## config.mk

```make
export PLATFORM = sky130hd
export DESIGN_NAME = pram_queue
export DESIGN_NICKNAME = d
export VERILOG_FILES = /design/src/rtl/pram_queue.sv
export SDC_FILE = /design/constraint.sdc
export NUM_CORES = 1
export LEC_CHECK = 0
export CORE_ASPECT_RATIO = 1.25
export CORE_MARGIN = 3
export CORE_UTILIZATION = 25
export CTS_CLUSTER_SIZE = 24
export DETAILED_ROUTE_END_ITERATION = 6
export PLACE_DENSITY_LB_ADDON = 0.3
export SLEW_MARGIN = 40
export SYNTH_ARGS = -nofsm -noshare
export SYNTH_HDL_FRONTEND = slang
export SYNTH_SLANG_ARGS = --single-unit
```

## constraint.sdc

```tcl
create_clock -name clk -period 4.91 [get_ports clk]
set_input_delay 0.982 -clock clk [delete_from_list [all_inputs] [get_ports clk]]
set_output_delay 0.982 -clock clk [all_outputs]
set_load 0.03 [all_outputs]
```

## src/rtl/pram_queue.sv

```systemverilog
// pram_queue: 16-deep synchronous FIFO between the PRAM store port and the
// pixel/raycast consumer. The CPU polls `full`, and words drain in order over
// a valid/ready handshake. Every output comes straight from a register.
// Optional build macro PRAM_QUEUE_OVF_EN adds the sticky `overflow` flag and
// the saturating `drop_count` counter for pushes that arrive while full.
module pram_queue #(
   parameter int unsigned DATA_W = 16,
   parameter int unsigned ADDR_W = 4
) (
   input  logic              clk,
   input  logic              reset,
   input  logic [DATA_W-1:0] PRAM_In,
   input  logic              PRAM_Wr_En,
   output logic              full,
   output logic              empty,
   output logic [ADDR_W:0]   count,
   output logic [DATA_W-1:0] Out_Data,
   output logic              Out_Valid,
   input  logic              Out_Ready
`ifdef PRAM_QUEUE_OVF_EN
   ,
   output logic              overflow,
   output logic [15:0]       drop_count
`endif
);

   localparam int unsigned   DEPTH   = 1 << ADDR_W;
   localparam logic [ADDR_W:0] C_DEPTH = (ADDR_W+1)'(DEPTH);

   logic [DATA_W-1:0] r_mem [DEPTH];
   logic [ADDR_W-1:0] r_wr_ptr;
   logic [ADDR_W-1:0] r_rd_ptr;
   logic [ADDR_W:0]   r_count;
   logic              r_full;
   logic              r_empty;
   logic              r_valid;
   logic [DATA_W-1:0] r_data;

   logic              w_push;
   logic              w_pop;
   logic [ADDR_W-1:0] w_wr_ptr_nxt;
   logic [ADDR_W-1:0] w_rd_ptr_nxt;
   logic [ADDR_W:0]   w_count_nxt;
   logic [DATA_W-1:0] w_head_nxt;

   // Handshake qualification, next pointers/count and the next head word.
   // A word written this edge at the slot the head is about to occupy is
   // bypassed from PRAM_In, because the array does not hold it yet.
   always_comb begin
      w_push       = PRAM_Wr_En & ~r_full;
      w_pop        = r_valid & Out_Ready;
      w_wr_ptr_nxt = r_wr_ptr;
      w_rd_ptr_nxt = r_rd_ptr;
      w_count_nxt  = r_count;
      w_head_nxt   = '0;
      if (w_push) w_wr_ptr_nxt = r_wr_ptr + ADDR_W'(1);
      if (w_pop)  w_rd_ptr_nxt = r_rd_ptr + ADDR_W'(1);
      if (w_push && !w_pop)      w_count_nxt = r_count + (ADDR_W+1)'(1);
      else if (!w_push && w_pop) w_count_nxt = r_count - (ADDR_W+1)'(1);
      if (w_count_nxt != '0) begin
         if (w_push && (w_rd_ptr_nxt == r_wr_ptr)) w_head_nxt = PRAM_In;
         else                                      w_head_nxt = r_mem[w_rd_ptr_nxt];
      end
   end

   // Storage array write; contents are intentionally left uninitialised.
   always_ff @(posedge clk) begin
      if (!reset && w_push) r_mem[r_wr_ptr] <= PRAM_In;
   end

   // Pointers, occupancy, status flags and registered head word.
   always_ff @(posedge clk) begin
      if (reset) begin
         r_wr_ptr <= '0;
         r_rd_ptr <= '0;
         r_count  <= '0;
         r_full   <= 1'b0;
         r_empty  <= 1'b1;
         r_valid  <= 1'b0;
         r_data   <= '0;
      end else begin
         r_wr_ptr <= w_wr_ptr_nxt;
         r_rd_ptr <= w_rd_ptr_nxt;
         r_count  <= w_count_nxt;
         r_full   <= (w_count_nxt == C_DEPTH);
         r_empty  <= (w_count_nxt == '0);
         r_valid  <= (w_count_nxt != '0);
         r_data   <= w_head_nxt;
      end
   end

   assign full      = r_full;
   assign empty     = r_empty;
   assign count     = r_count;
   assign Out_Data  = r_data;
   assign Out_Valid = r_valid;

`ifdef PRAM_QUEUE_OVF_EN
   logic        r_overflow;
   logic [15:0] r_drop_count;
   logic        w_drop;

   // A push is dropped whenever the CPU writes while the queue reports full.
   always_comb begin
      w_drop = PRAM_Wr_En & r_full;
   end

   // Sticky overflow flag and saturating drop counter.
   always_ff @(posedge clk) begin
      if (reset) begin
         r_overflow   <= 1'b0;
         r_drop_count <= '0;
      end else if (w_drop) begin
         r_overflow <= 1'b1;
         if (r_drop_count != 16'hFFFF) r_drop_count <= r_drop_count + 16'd1;
      end
   end

   assign overflow   = r_overflow;
   assign drop_count = r_drop_count;
`endif

endmodule

```

==> flow_summary.yaml <==
route:
  ant_nets: 0
  drt_iter0_drc: 559
  drt-total-wl_um: 29800
  via_per_inst: 4.76
  routedWlPerCell_um: 21.7
  first_pass_iters: 5
  drc: 0
  vias: 6520
logic_synthesis:
  postSynth.asyncResetShare_pct: 0
  ys_ff_latch: 288
  muxShareOfSynthArea_pct: 9.37
  synth-xor-area-share_pct: 1.06
  synth_ff_type: "edfxtp_1"
  synth_compound_area_share_pct: 6.74
  syn_area_um2: 11600
  synth_simple_gate_area_share_pct: 7.72
  synth_fa_ha_area_share_pct: 0.754
  synth_enable_flop_cells: 256
  yosysSeqAreaShare_pct: 71.7
  synth_top_family_by_area: "multiplexers"
  synth_warnings: 0
  synthCells: 706
  syn_area_per_cell_um2: 16.5
  synth_cell_type_count: 52
  syn_nets: 733
critical_path:
  slowest_delay_ns: 0.56
  r2r_setup_slack_ns: 1.95
  slowest_stage: "clkdlybuf4s50_1"
  cp-end-kind: "flip-flop"
  path_cells: "clkdlybuf4s50_1 > and3b_1 > nor2_8 > buf_4 > buf_4 > mux2i_1 > a222oi_1 > a31o_1 > o221a_1"
  cp-start-kind: "input pin"
  reg2reg_to: "Out_Data[1]"
  critPathKind: "in2reg"
  crit_path_frequent_cell: "buf_4"
  ff2ff_path_depth: 8
  startpoint: "Out_Ready"
  rr_startpoint: "r_rd_ptr[0]"
  cp_max_fo: 20
  worstPathRequired_ns: 5.41
  cp-endpoint: "Out_Data[1]"
  arrival_ns: 4.01
clock_network:
  h-tree-depth: 1
  cts_setup_buffers: 0
  ctsHoldBuffers: 0
  cts-root-buf: "clkbuf_16"
  cts_resized: 0
  cts_num_sinks: 288
  cts_inserted_buffers: 28
  clock_path_buffers: 3
  insertion_delay_ns: 0.56
  cts_tree: "done"
  path_clk_slew_ns: 0.06
grt:
  antenna_found_initial: 0
  grt_pass1_wl_um: 44000
  grt_overflow: 0
  grt_max_degree: 33
  grt_usage_pct: 12.1
  grt_pass1_vias: 6778
min_path:
  min_path_type: "reg2reg"
  hp-start: "r_wr_ptr[1]"
sta:
  fin_skew_ns: 0.0217
  rsz0062_at_grt: "no"
  hold_viol_final: 0
  slew_viol_final: 0
  slew_headroom_pct: 44.2
  finalCriticalPeriod_ns: 3.51
  tightestPinTransition_ns: 0.837
  fmax_ghz: 0.285
  finalSetupViolations: 0
  fin_crit_sh_pct: 71.4
  tns_ns: 0
floorplan:
  io_pins: 44
  fp.coreArea_um2: 45500
  die_height_um: 247
  fp.dieW_um: 199
  initial_core_util_pct: 25.5
  design.die.area_um2: 49100
  fp-row-count: 87
final_layout:
  fill_cells: 4486
  area_growth_pct: 18.2
  diodes: 0
  nets: 800
  instances_no_fill: 1370
  layout-drive-gt1-share_pct: 16.2
placed_design:
  placed_cells: 1321
  port_buffers: 43
  dp_hpwl_um: 17900
  gp_congestion: 0.714
flow_run:
  cap_violations: 0
power_and_ir_drop:
  peakVddDrop_v: 0.000191
  power_density_nw_per_um2: 439
  p_leak_nw: 4.69
status:
  outcome: "completed"
## report_power, final
part / switching [mW] / leakage [nW] / internal, mW
sequential: 0.0683 / 2.57 / 2.75
clock: 0.908 / 0.418 / 1.17
combinational: 0.659 / 1.70 / 0.483
## registers in the layout (all words and copies together), names as in the netlist
register / cells
Out_Data: 16
empty: 1
r_mem: 256
Out_Valid: 1
r_wr_ptr: 4
r_rd_ptr: 4
count: 5
full: 1
## Yosys cell counts, types with 3 or more instances
library cell	number	area (um2)
o211ai_1	3	22.5
a211oi_1	3	22.5
nand4_1	6	37.5
edfxtp_1	256	7690
buf_4	3	22.5
nand2b_1	4	25.0
nand3_1	55	275
dfxtp_1	32	641
a21oi_1	5	25.0
buf_2	15	75.1
ha_1	7	87.6
buf_12	3	60.1
xnor2_1	8	70.1
xor2_1	6	52.6
nor2_1	26	97.6
nand2_1	53	199
a222oi_1	12	120
nor3_1	5	25.0
buf_1	3	11.3
inv_1	8	30.0
clkbuf_1	16	60.1
o21ai_0	21	105
o221a_1	12	135
and3_1	19	119
mux2i_1	39	390
a32oi_1	4	35.0
mux4_1	6	158
o211a_1	4	40.0
buf_6	5	56.3
a31o_1	12	105
mux4_2	24	541
## metrics by stage
stage / utilization (%) / power, mW / hold WS [ns] / cell area, um2 / worst slack [ns]
after floorplan: - / 3.64 / 0.502 / 11600 / 1.83
after global placement: 28.2 / 4.03 / 0.546 / 12900 / 0.878
after detailed placement: 28.3 / 4.03 / 0.550 / 12900 / 0.820
after CTS: 30.2 / 6.12 / 0.565 / 13700 / 1.41
after global routing: 30.2 / 6.29 / 0.587 / 13700 / 1.17
final: 30.2 / 6.04 / 0.562 / 13700 / 1.40
## worst max-delay path: cells and delay by family
| kind | cells | cell delay, ns |
|---|---|---|
| buf+inv | 3 | 1.15 |
| mux | 1 | 0.10 |
| compound gates | 3 | 0.78 |
| simple gates | 2 | 0.97 |
## layer usage
layer  up-vias  track usage, %  share of wire [%]
met5         -               0                  0
met4         0            4.92                3.7
met3        64            1.74                4.3
met2       171            21.4                 51
met1      3351            14.6                 41
li1       2934               -                  -
## layout by cell type, fill, tap and decap left out, types with 3 or more instances in the layout
cell / netlist / layout
buf_4: 3 / 38
inv_1: 8 / 8
nor3_2: 0 / 4
o221a_1: 12 / 12
xor2_1: 6 / 6
clkinvlp_4: 0 / 3
dfxtp_1: 32 / 32
a31o_1: 12 / 12
o21ai_0: 21 / 21
edfxtp_1: 256 / 256
and3_1: 19 / 19
clkdlybuf4s50_1: 0 / 43
clkbuf_16: 0 / 28
a21oi_1: 5 / 5
a211oi_1: 3 / 3
clkbuf_1: 16 / 4
nand2b_1: 4 / 4
mux4_2: 24 / 24
clkinv_1: 0 / 6
a222oi_1: 12 / 12
a32oi_1: 4 / 4
nand2_1: 53 / 53
o211a_1: 4 / 4
mux2i_1: 39 / 39
xnor2_1: 8 / 7
o211ai_1: 3 / 3
nor2_2: 0 / 11
ha_1: 7 / 7
nand3_1: 55 / 55
nor2_1: 26 / 14
mux4_1: 6 / 6
nand4_1: 6 / 6
## logic make-up (layout without fill, tap and decap cells)
kind of cell	Yosys count	after routing
and+or+nand+nor	183	183
AOI/OAI and AO/OA	92	92
muxes	69	69
xor gates and xnor gates	14	14
buffers and inverters	53	139
DFF	288	288
adders and majority gates	7	7
## how the worst min path moves through the flow
stage             endpoint  slack [ns]  cells past startpoint
2_1_floorplan  r_wr_ptr[0]        0.50                      2
3_3_place_gp   r_wr_ptr[1]        0.55                      2
3_5_place_dp   r_wr_ptr[1]        0.55                      2
4_1_cts        r_wr_ptr[1]        0.57                      2
5_1_grt        r_wr_ptr[1]        0.59                      2
6_report       r_wr_ptr[1]        0.56                      2
## final cells by class
class                           instances  area, um2  share of cell area (%)
Tap cell                              578        723                    5.26
Inverter                                8       30.0                   0.219
Clock buffer                           33        729                    5.31
Clock inverter                         16        149                    1.08
Sequential cell                       288       8330                    60.6
Timing Repair Buffer                   82        736                    5.36
Multi-Input combinational cell        365       3040                    22.1
No activity file was read; power rests on OpenSTA's default activity.
